$ cat config.mk
export PLATFORM = sky130hd
export DESIGN_NAME = map_framebuffer_arbiter
export DESIGN_NICKNAME = d
export VERILOG_FILES = /design/src/rtl/map_framebuffer_arbiter.sv
export SDC_FILE = /design/constraint.sdc
export NUM_CORES = 1
export LEC_CHECK = 0
export ABC_AREA = 1
export BUFFER_PORTS_ARGS = -buffer_cell sky130_fd_sc_hd__buf_4
export CORE_MARGIN = 1
export CORE_UTILIZATION = 50
export CTS_BUF_LIST = sky130_fd_sc_hd__clkbuf_16
export CTS_CLUSTER_DIAMETER = 120
export DETAILED_ROUTE_END_ITERATION = 8
export PLACE_DENSITY_LB_ADDON = 0.05
export SLEW_MARGIN = 20
export SYNTH_ARGS = -nofsm -noshare
export SYNTH_HDL_FRONTEND = slang
export SYNTH_SLANG_ARGS = --single-unit
$ cat constraint.sdc
create_clock -name clock -period 2.3 [get_ports clock]
set_input_delay 0 -clock clock [delete_from_list [all_inputs] [get_ports clock]]
set_output_delay 0 -clock clock [all_outputs]
set_load 0.005 [all_outputs]
$ cat src/rtl/map_framebuffer_arbiter.sv
// Occupancy-map frame memory arbiter.
// Shares one single-port memory between the display pixel fetch, the SLAM map
// writer and a bulk clear engine. Inside the visible map window every memory
// slot is a display read. Cycles outside the window are free slots, and the
// clear engine and then the writer use them.
//
// Ports:
//   clock, reset         pixel clock, asynchronous active-low reset
//   h_cntr, v_cntr       VGA timing counters, leading the driver by LAT cycles
//   rgb_out              pixel colour, LAT cycles after the counter sample
//   wr_req/addr/data     writer request; held stable until wr_ack
//   wr_ack               one-cycle acceptance pulse
//   clr_start, clr_busy  full-map clear trigger and status
//   mem_*                registered single-port memory interface
module map_framebuffer_arbiter #(
    parameter int unsigned        MAP_W     = 400,
    parameter int unsigned        MAP_H     = 225,
    parameter int unsigned        SHIFT     = 2,
    parameter int unsigned        ADDR_W    = 17,
    parameter int unsigned        DATA_W    = 12,
    parameter int unsigned        RD_LAT    = 1,
    parameter logic [DATA_W-1:0]  BORDER    = '0,
    parameter logic [DATA_W-1:0]  CLR_VALUE = 12'h777
) (
    input  logic              clock,
    input  logic              reset,
    input  logic [13:0]       h_cntr,
    input  logic [13:0]       v_cntr,
    output logic [DATA_W-1:0] rgb_out,
    input  logic              wr_req,
    input  logic [ADDR_W-1:0] wr_addr,
    input  logic [DATA_W-1:0] wr_data,
    output logic              wr_ack,
    input  logic              clr_start,
    output logic              clr_busy,
    output logic              mem_en,
    output logic              mem_we,
    output logic [ADDR_W-1:0] mem_addr,
    output logic [DATA_W-1:0] mem_wdata,
    input  logic [DATA_W-1:0] mem_rdata
);

    localparam int unsigned LAT    = RD_LAT + 2;
    localparam int unsigned CELLS  = MAP_W * MAP_H;
    localparam int unsigned SCR_W  = MAP_W << SHIFT;
    localparam int unsigned SCR_H  = MAP_H << SHIFT;
    // Flag stages up to the point where mem_rdata is valid; rgb_out is the last stage.
    localparam int unsigned PIPE_D = LAT - 1;

    typedef enum logic {IDLE, CLEAR} state_t;

    state_t              state, state_nxt;
    logic [ADDR_W-1:0]   clr_cnt, clr_cnt_nxt;
    logic [PIPE_D-1:0]   disp_pipe;
    logic                disp;
    logic [ADDR_W-1:0]   disp_addr;
    logic                en_nxt, we_nxt, ack_nxt;
    logic [ADDR_W-1:0]   addr_nxt;
    logic [DATA_W-1:0]   wdata_nxt;

    // Visible-window test and cell address of the current counter sample.
    assign disp      = (32'(h_cntr) < SCR_W) && (32'(v_cntr) < SCR_H);
    assign disp_addr = ADDR_W'(32'(v_cntr >> SHIFT) * MAP_W + 32'(h_cntr >> SHIFT));

    // Slot arbitration and next-state logic.
    always_comb begin
        state_nxt   = state;
        clr_cnt_nxt = clr_cnt;
        en_nxt      = 1'b0;
        we_nxt      = 1'b0;
        ack_nxt     = 1'b0;
        addr_nxt    = mem_addr;
        wdata_nxt   = mem_wdata;

        if (disp) begin
            en_nxt   = 1'b1;
            addr_nxt = disp_addr;
        end

        unique case (state)
            IDLE: begin
                if (clr_start) begin
                    state_nxt   = CLEAR;
                    clr_cnt_nxt = '0;
                end else if (!disp && wr_req && !wr_ack) begin
                    // Out-of-range writes are acknowledged but never reach memory.
                    ack_nxt = 1'b1;
                    if (32'(wr_addr) < CELLS) begin
                        en_nxt    = 1'b1;
                        we_nxt    = 1'b1;
                        addr_nxt  = wr_addr;
                        wdata_nxt = wr_data;
                    end
                end
            end
            CLEAR: begin
                if (!disp) begin
                    en_nxt    = 1'b1;
                    we_nxt    = 1'b1;
                    addr_nxt  = clr_cnt;
                    wdata_nxt = CLR_VALUE;
                    if (32'(clr_cnt) == CELLS - 1) begin
                        state_nxt = IDLE;
                    end else begin
                        clr_cnt_nxt = clr_cnt + ADDR_W'(1);
                    end
                end
            end
            default: state_nxt = IDLE;
        endcase
    end

    // State, memory port and handshake registers.
    always_ff @(posedge clock or negedge reset) begin
        if (!reset) begin
            state     <= IDLE;
            clr_cnt   <= '0;
            clr_busy  <= 1'b0;
            wr_ack    <= 1'b0;
            mem_en    <= 1'b0;
            mem_we    <= 1'b0;
            mem_addr  <= '0;
            mem_wdata <= '0;
        end else begin
            state     <= state_nxt;
            clr_cnt   <= clr_cnt_nxt;
            clr_busy  <= (state_nxt == CLEAR);
            wr_ack    <= ack_nxt;
            mem_en    <= en_nxt;
            mem_we    <= we_nxt;
            mem_addr  <= addr_nxt;
            mem_wdata <= wdata_nxt;
        end
    end

    // Display flag travels alongside the read so rgb_out knows whether to show data.
    always_ff @(posedge clock or negedge reset) begin
        if (!reset) begin
            disp_pipe <= '0;
            rgb_out   <= '0;
        end else begin
            disp_pipe[0] <= disp;
            for (int i = 1; i < int'(PIPE_D); i++) begin
                disp_pipe[i] <= disp_pipe[i-1];
            end
            rgb_out <= disp_pipe[PIPE_D-1] ? mem_rdata : BORDER;
        end
    end

endmodule
==> key figures, run 1 <==
Status
  – Status: finished, violations left
  – Violated checks: negative setup slack

Route
  – DR iter-0 viols: 309
  – DRT Pass-1 Iters: 5
  – DR DRC count: 0
  – Routed len/inst: 15.8 um
  – Total Routed Length: ~15000 um
  – Final ANT Viol Nets: 0
  – Vias: 5022
  – DR vias/cell: ~5.2

Synth
  – Post-Syn Nets: ~760
  – Adder-Cell Fraction of Synth Area: 14.1%
  – Most frequently used flop master after synthesis: dfrtp_1
  – FFs w/ async S/R, synth: 100%
  – Synth Area in XOR/XNOR: 3.93%
  – Simple-gate portion of the synthesized area: a little under a third
  – Number of synthesized register bits: between 60 and 70
  – Largest family of logic cells by synthesized area: simple AND/OR/NAND/NOR gates
  – Yosys Warn Count: 0
  – Post-Synthesis Cells: 642
  – Compound-gate portion of the synthesized area: under 10%
  – Post-synth EDFFs: 0
  – Yosys cell types: 37
  – Avg Inst Size Synth: around 7.3 um2
  – Mapped Area: 0.00468 mm2
  – Post-synthesis mux area share: 0%
  – Seq/Total Area, Yosys: 34.2%

GRT
  – First-pass GRT wire length: between 20000 and 25000 um
  – Overflow after GRT: 0
  – Overall routing resource usage: 31.8%
  – Largest net degree at the start of global routing: 65
  – Vias in the first global route: 5103
  – Initial antenna violation count: 0

Power
  – Total internal power: 3.59 mW
  – Reg power frac: 26.8%
  – Power share of the clock group: 29.3%
  – Leak: 3.76 nW
  – Peak VDD IR: 0.000459 V
  – Psw: roughly 2.0 mW
  – Comb pwr share: 44.0%
  – Sw frac: 35.4%
  – Pwr/cell area: 779 mW/mm2

Finish
  – Register area: 0.00160 mm2
  – Multi-input gate area: 0.00293 mm2
  – Synth-to-layout area growth: 52.4%
  – Finished Layout Cells: between 900 and 1000
  – # diodes: 0
  – Post-route cell area: between 0.007 and 0.008 mm2
  – Nets: ~970
  – Fillcell total: 613
  – Commonest non-fill, non-tap cell in the layout: nand2_1
  – Most frequent cells in the layout: 181 x nand2_1, 154 x buf_4, 89 x inv_1, 64 x dfrtp_1, 56 x nor2_1
  – Layout cells sized above 1: between 20% and 30%

Floorplanning
  – Row count: 34
  – Die ar.: between 0.009 and 0.01 mm2
  – Die span in y: about 99 um
  – Initial core utilization: a little over half
  – Core Area: 0.00889 mm2
  – Die span in x: 98.7 um
  – # IOs: 118

Timing
  – Minimum clock period: 2.76 ns
  – Achievable Freq: between 300 and 400 MHz
  – Fin crit share: 120%
  – RSZ-0062 raised after global routing: yes
  – Clk_skew: 0.00949 ns
  – Fin. Hold Viols: 0
  – Relative slew slack: 46.7%
  – Tightest Pin Transition: 0.800 ns
  – Pins Over Slew Limit: 0
  – Final worst setup slack: -0.464 ns
  – # setup viols final: 7

CTS
  – Root Driver: clkbuf_16
  – TritonCTS Buffers: 9
  – Clock sink count: 64
  – TritonCTS clock tree: done
  – H-tree depth: 3
  – CTS clock-pin slew for the worst setup and hold paths: roughly 0.060 ns
  – Max Root-Sink Buffers: 2
  – Worst-Skew Late Latency: 0.33 ns

Place
  – Placed inst area: around 0.0060 mm2
  – IO Port Bufs: 113
  – Inst Count DP: 893
  – Placer congestion estimate: 0.929
  – Hpwl dp: 10000 um

Worst setup path
  – Cell Chain, Critical Path: buf_12 > inv_6 > ha_4 > ha_4 > fa_2 > ha_4 > nand2_4 > nand3_4 > xor2_2 > ha_1 > buf_4 > a21oi_4 > nand3_2 > buf_4 > buf_4 > o21bai_1 > nand2_1 > o21ai_1 > nand2_1
  – FF-to-FF End: mem_addr[2]$_DFF_PN0_
  – Reg2Reg Depth: 9
  – CP Capture Type: flop
  – Cell family with the largest share of critical-path delay: adder cells
  – CP Class: input pin to flop
  – Worst r2r src: wr_ack$_DFF_PN0_
  – Crit start category: input pin
  – Critical Path Fanout Max: 4
  – Req. time, crit path: 2.51 ns
  – Slowest CP cell: fa_2
  – R2R setup slack: 0.17 ns
  – CP bufs+invs: 5
  – WP data arrival: approximately 3.0 ns
  – Crit-path max cell delay: 0.55 ns

Worst hold path
  – Min-delay src: wr_addr[11]
  – HP Class: input pin to flop
  – Min-Delay Endpoint: mem_addr[11]$_DFF_PN0_
  – Hold Crit Depth: 3

Job
  – Max Cap Violations: 0
-- per-layer routing --
| layer | vias up | part of all wire, % | GRT usage, % | wire length [um] |
|---|---|---|---|---|
| met5 | - | 0 | 0 | 0 |
| met4 | 0 | 2.4 | 12.4 | 358 |
| met3 | 35 | 5.9 | 4.11 | 893 |
| met2 | 193 | 47 | 52.9 | 7090 |
| met1 | 2358 | 45 | 42.3 | 6790 |
| li1 | 2436 | - | - | - |
-- synth_stat cells (3+ instances only) --
library cell  number  area share (%)
inv_2              6            0.48
nor3_1             7            0.75
xnor2_1            3            0.56
nor2_2             3            0.40
nand2_2            3            0.40
nor4_1             5            0.67
dfrtp_1           64              34
fa_1               8             3.4
nand3_1           46             4.9
nand3b_1           5            0.80
buf_4              4            0.64
o21ai_0           13             1.4
nor2_1            58             4.7
nand2_1          190              15
ha_1              40              11
o21ai_1           18             1.9
inv_1             96             7.7
clkbuf_1           4            0.32
nand4_1           14             1.9
xor2_1            18             3.4
a21oi_1           15             1.6
-- what timing repair did --
action | 4_1_cts | 5_1_grt
gates resized for setup | 26 | 25
hold endpoints to repair | 102 | 0
hold buffers | 43 | 0
pin swaps | 24 | 14
setup buffers | 4 | 3
setup endpoints to repair | 8 | 12
-- state kept, by name, indices dropped and copies added, names as in the netlist --
register / count
mem_wdata: 12
wr_ack: 1
mem_en: 1
state: 1
mem_we: 1
rgb_out: 12
mem_addr: 17
disp_pipe: 2
clr_cnt: 17
-- per-stage QoR --
| stage | power (mW) | util (%) | setup TNS, ns | hold WS, ns | setup slack, ns |
|---|---|---|---|---|---|
| floorplan | 2.63 | - | -2.17 | -0.296 | -0.510 |
| global placement | 3.39 | 67.7 | -4.47 | 0.136 | -0.719 |
| detailed placement | 3.45 | 67.7 | -5.10 | 0.150 | -0.807 |
| CTS | 5.36 | 78.4 | -1.72 | 0.00712 | -0.345 |
| global route | 5.89 | 80.2 | -3.14 | 0.0208 | -0.553 |
| finish | 5.55 | 80.2 | -2.17 | 0.0145 | -0.464 |
-- final cells by class --
class,count,area share [%]
repair buffers,205,24.0
clock buffers,9,3.16
flip-flops and latches,64,22.5
inverters,102,5.55
multi-input cells,463,41.2
well taps,108,1.90
clock inverters,7,1.76
-- worst register-to-register path: stages, from the launching register on --
cell and delay (ns):
dfrtp_1 0.38, nor3b_1 0.19, buf_4 0.16, nand2_1 0.10
nor2_2 0.21, nor2_2 0.06, buf_4 0.19, nand3_1 0.09
nand4_1 0.08, dlygate4sd3_1 0.56
-- cells by family (layout without fill, tap and decap cells) --
group                      after synthesis  after routing
and+or+nand+nor                        341            341
xor gates and xnor gates                21             21
adders and majority gates               48             48
buffers and inverters                  115            323
AOI/OAI and AO/OA                       53             53
DFF                                     64             64
-- how the worst max path moves through the flow --
stage,from,endpoint,slack (ns),cells past startpoint
global placement,v_cntr[4],mem_addr[16]$_DFF_PN0_,-0.72,23
CTS,v_cntr[5],mem_addr[16]$_DFF_PN0_,-0.34,23
detailed placement,v_cntr[4],mem_addr[16]$_DFF_PN0_,-0.81,23
global route,v_cntr[5],mem_addr[16]$_DFF_PN0_,-0.55,23
finish,v_cntr[5],mem_addr[12]$_DFF_PN0_,-0.46,19
floorplan,v_cntr[4],mem_addr[16]$_DFF_PN0_,-0.51,22
-- power groups by stage --
stage	Sequential, mW	Clock (mW)	Combinational (mW)
after detailed placement	1.50	0	1.95
after global placement	1.49	0	1.90
final	1.49	1.62	2.44
after floorplan	1.46	0	1.18
after CTS	1.48	1.64	2.25
after global routing	1.51	1.68	2.71
(Power assumes the default switching activity.)
==> run 2, diff against run 1 <==
PLACE_DENSITY = 0.79   (was unset)
PLACE_DENSITY_LB_ADDON = unset   (was 0.05)
==> run 2 against run 1 <==
The flow still finishes with violations (negative setup slack). Cell count grew 0.21%. Wire length increased by 7.9%. Via count up 5.4%. Sequential share of layout area up 0.22 points. Worst setup slack worse by 0.094 ns. Die area did not move. Cell area shrank 0.97%.
==> key figures, run 2 (synthesis gave the netlist of run 1 again) <==
Route
  – Vias: 5295 (+5.4%)
  – Total Routed Length: 16300 um (+7.9%)
  – DR iter-0 viols: 607 (+96%)
  – DR DRC count: 0 (unchanged)
  – Final ANT Viol Nets: 0 (unchanged)
  – Routed len/inst: 17.0 um (+7.7%)
  – DRT Pass-1 Iters: 6 (+1)
  – DR vias/cell: 5.52 (+5.2%)

GRT
  – Vias in the first global route: 5363 (+5.1%)
  – Largest net degree at the start of global routing: 65 (unchanged)
  – First-pass GRT wire length: 25300 um (+4.3%)
  – Overall routing resource usage: 33.1% (+1.3 points)
  – Initial antenna violation count: 0 (unchanged)
  – Overflow after GRT: 0 (unchanged)

Worst hold path
  – Min-delay src: clr_start
  – HP Class: input pin to flop
  – Hold Crit Depth: 3 (unchanged)
  – Min-Delay Endpoint: state$_DFF_PN0_

Worst setup path
  – CP Class: input pin to flop
  – Crit-path max cell delay: 0.45 ns (-0.10 ns)
  – Worst path depth: 20 (+1)
  – Cell family with the largest share of critical-path delay: adder cells
  – WP data arrival: 3.07 ns (+0.09 ns)
  – Worst r2r src: wr_ack$_DFF_PN0_
  – Critical Path Fanout Max: 4 (unchanged)
  – R2R setup slack: 0.16 ns (about the same)
  – Req. time, crit path: 2.52 ns (about the same)
  – Reg2Reg Depth: 9 (unchanged)
  – CP Capture Type: flop
  – Crit start category: input pin
  – FF-to-FF End: mem_addr[2]$_DFF_PN0_
  – Cell Chain, Critical Path: buf_12 > inv_6 > ha_4 > ha_4 > fa_1 > ha_4 > nand2_4 > nand3_4 > xor2_2 > ha_1 > nand2_2 > inv_1 > nand2_1 > nand3_2 > buf_4 > buf_4 > o21bai_1 > nand2_1 > o21ai_1 > nand2_1
  – Slowest CP cell: fa_1
  – CP bufs+invs: 5 (unchanged)

Power
  – Pwr/cell area: 780 mW/mm2 (+0.16%)
  – Tot Pwr: 5.51 mW (-0.81%)
  – Power share of the clock group: 26.9% (-2.4 points)
  – Reg power frac: 27.4% (+0.6 points)
  – Comb pwr share: 45.7% (+1.7 points)
  – Psw: 2.06 mW (+4.7%)
  – Total internal power: 3.45 mW (-3.8%)
  – Sw frac: 37.3% (+2.0 points)
  – Leak: 3.76 nW (-0.11%)
  – Peak VDD IR: 0.000402 V (-12%)

Timing
  – Relative slew slack: 44.9% (-1.8 points)
  – # setup viols final: 7 (unchanged)
  – Fin Setup TNS: -3.13 ns (-0.962 ns)
  – Fin. Hold Viols: 0 (unchanged)
  – Tightest Pin Transition: 0.827 ns (+0.0267 ns)
  – RSZ-0062 raised after global routing: yes
  – Clk_skew: 0.00661 ns (-0.00288 ns)
  – Pins Over Slew Limit: 0 (unchanged)
  – Achievable Freq: 350 MHz (-3.3%)
  – Hold WS: 0.00340 ns (-0.0111 ns)
  – Fin crit share: 124% (+4.1 points)
  – Final worst setup slack: -0.558 ns (-0.0942 ns)
  – Minimum clock period: 2.86 ns (+0.0942 ns)

Finish
  – Layout cells sized above 1: 28.9% (+0.52 points)
  – # diodes: 0 (unchanged)
  – Synth-to-layout area growth: 50.9%
  – Core Util, Final: 79.4% (-0.77 points)
  – Most frequent cells in the layout: 175 x nand2_1, 162 x buf_4, 93 x inv_1, 64 x dfrtp_1, 56 x nor2_1
  – Nets: 968 (+0.21%)
  – Commonest non-fill, non-tap cell in the layout: nand2_1
  – Fillcell total: 554 (-9.6%)
  – Regs by FF count: clr_cnt (17), mem_addr (17)

Floorplanning
  – Initial core utilization: 52.6% (unchanged)
  – Die span in x: 98.7 um (unchanged)
  – Row count: 34 (unchanged)
  – Die ar.: 0.00975 mm2 (unchanged)
  – # IOs: 118 (unchanged)
  – Die span in y: 98.7 um (unchanged)
  – Core Area: 0.00889 mm2 (unchanged)

Place
  – Placer congestion estimate: 0.937 (+0.87%)
  – IO Port Bufs: 113 (unchanged)
  – Hpwl dp: 10100 um (+0.87%)

CTS
  – H-tree depth: 3 (unchanged)
  – Max Root-Sink Buffers: 2 (unchanged)
  – CTS clock-pin slew for the worst setup and hold paths: 0.06 ns (about the same)
  – TritonCTS Buffers: 9 (unchanged)
  – Root Driver: clkbuf_16
  – Clock sink count: 64 (unchanged)
  – TritonCTS clock tree: done
  – Worst-Skew Late Latency: 0.33 ns (about the same)

Status
  – Violated checks: negative setup slack
  – Status: finished, violations left

Job
  – Max Cap Violations: 0 (unchanged)
run 2: timing repair:
action / CTS / global route
setup endpoints to repair: 7 / 12
hold buffers: 42 / 0
buffers inserted: 4 / 4
cloned: 0 / 0
pin swaps: 29 / 21
resized for setup: 31 / 19
endpoints found under the hold margin: 101 / 0
run 2: metrics by stage:
| stage | worst slack (ns) | cells | cell area (um2) |
|---|---|---|---|
| floorplan | -0.510 | 642 | 4780 |
| CTS | -0.360 | 956 | 6940 |
| finish | -0.558 | 960 | 7060 |
| global route | -0.633 | 960 | 7060 |
| global placement | -0.721 | 894 | 6020 |
| detailed placement | -0.863 | 894 | 6020 |
run 2: power by group through the flow:
stage          Combinational, mW  Sequential [mW]  Clock, mW
2_1_floorplan               1.18             1.46          0
3_3_place_gp                1.87             1.49          0
3_5_place_dp                1.94             1.50          0
4_1_cts                     2.26             1.48       1.48
5_1_grt                     2.73             1.52       1.54
6_report                    2.52             1.51       1.48
run 2: how the worst max path moves through the flow:
stage / start / endpoint
floorplan: v_cntr[4] / mem_addr[16]$_DFF_PN0_
global placement: v_cntr[4] / mem_addr[16]$_DFF_PN0_
detailed placement: v_cntr[4] / mem_addr[16]$_DFF_PN0_
CTS: v_cntr[5] / mem_addr[16]$_DFF_PN0_
global route: v_cntr[5] / mem_addr[12]$_DFF_PN0_
finish: v_cntr[5] / mem_addr[12]$_DFF_PN0_
run 2: tightest hold or removal path: stages:
cell	delay [ns]
buf_4	0.09
nor2_1	0.04
o21ai_0	0.16
run 2: routing by layer:
layer / up-vias / share of wire [%] / track usage [%]
met3: 70 / 8.3 / 5.46
li1: 2432 / - / -
met4: 0 / 4.4 / 14.6
met2: 333 / 49 / 58.9
met1: 2460 / 38 / 39.4
met5: - / 0 / 0
run 2: area by class of cell:
cell class / count / area (um2) / area share, %
Multi-Input combinational cell: 463 / 2920 / 41.4
Timing Repair Buffer: 207 / 1690 / 23.9
Sequential cell: 64 / 1600 / 22.7
Inverter: 102 / 395 / 5.60
Clock buffer: 9 / 225 / 3.19
Tap cell: 108 / 135 / 1.91
Clock inverter: 7 / 95.1 / 1.35
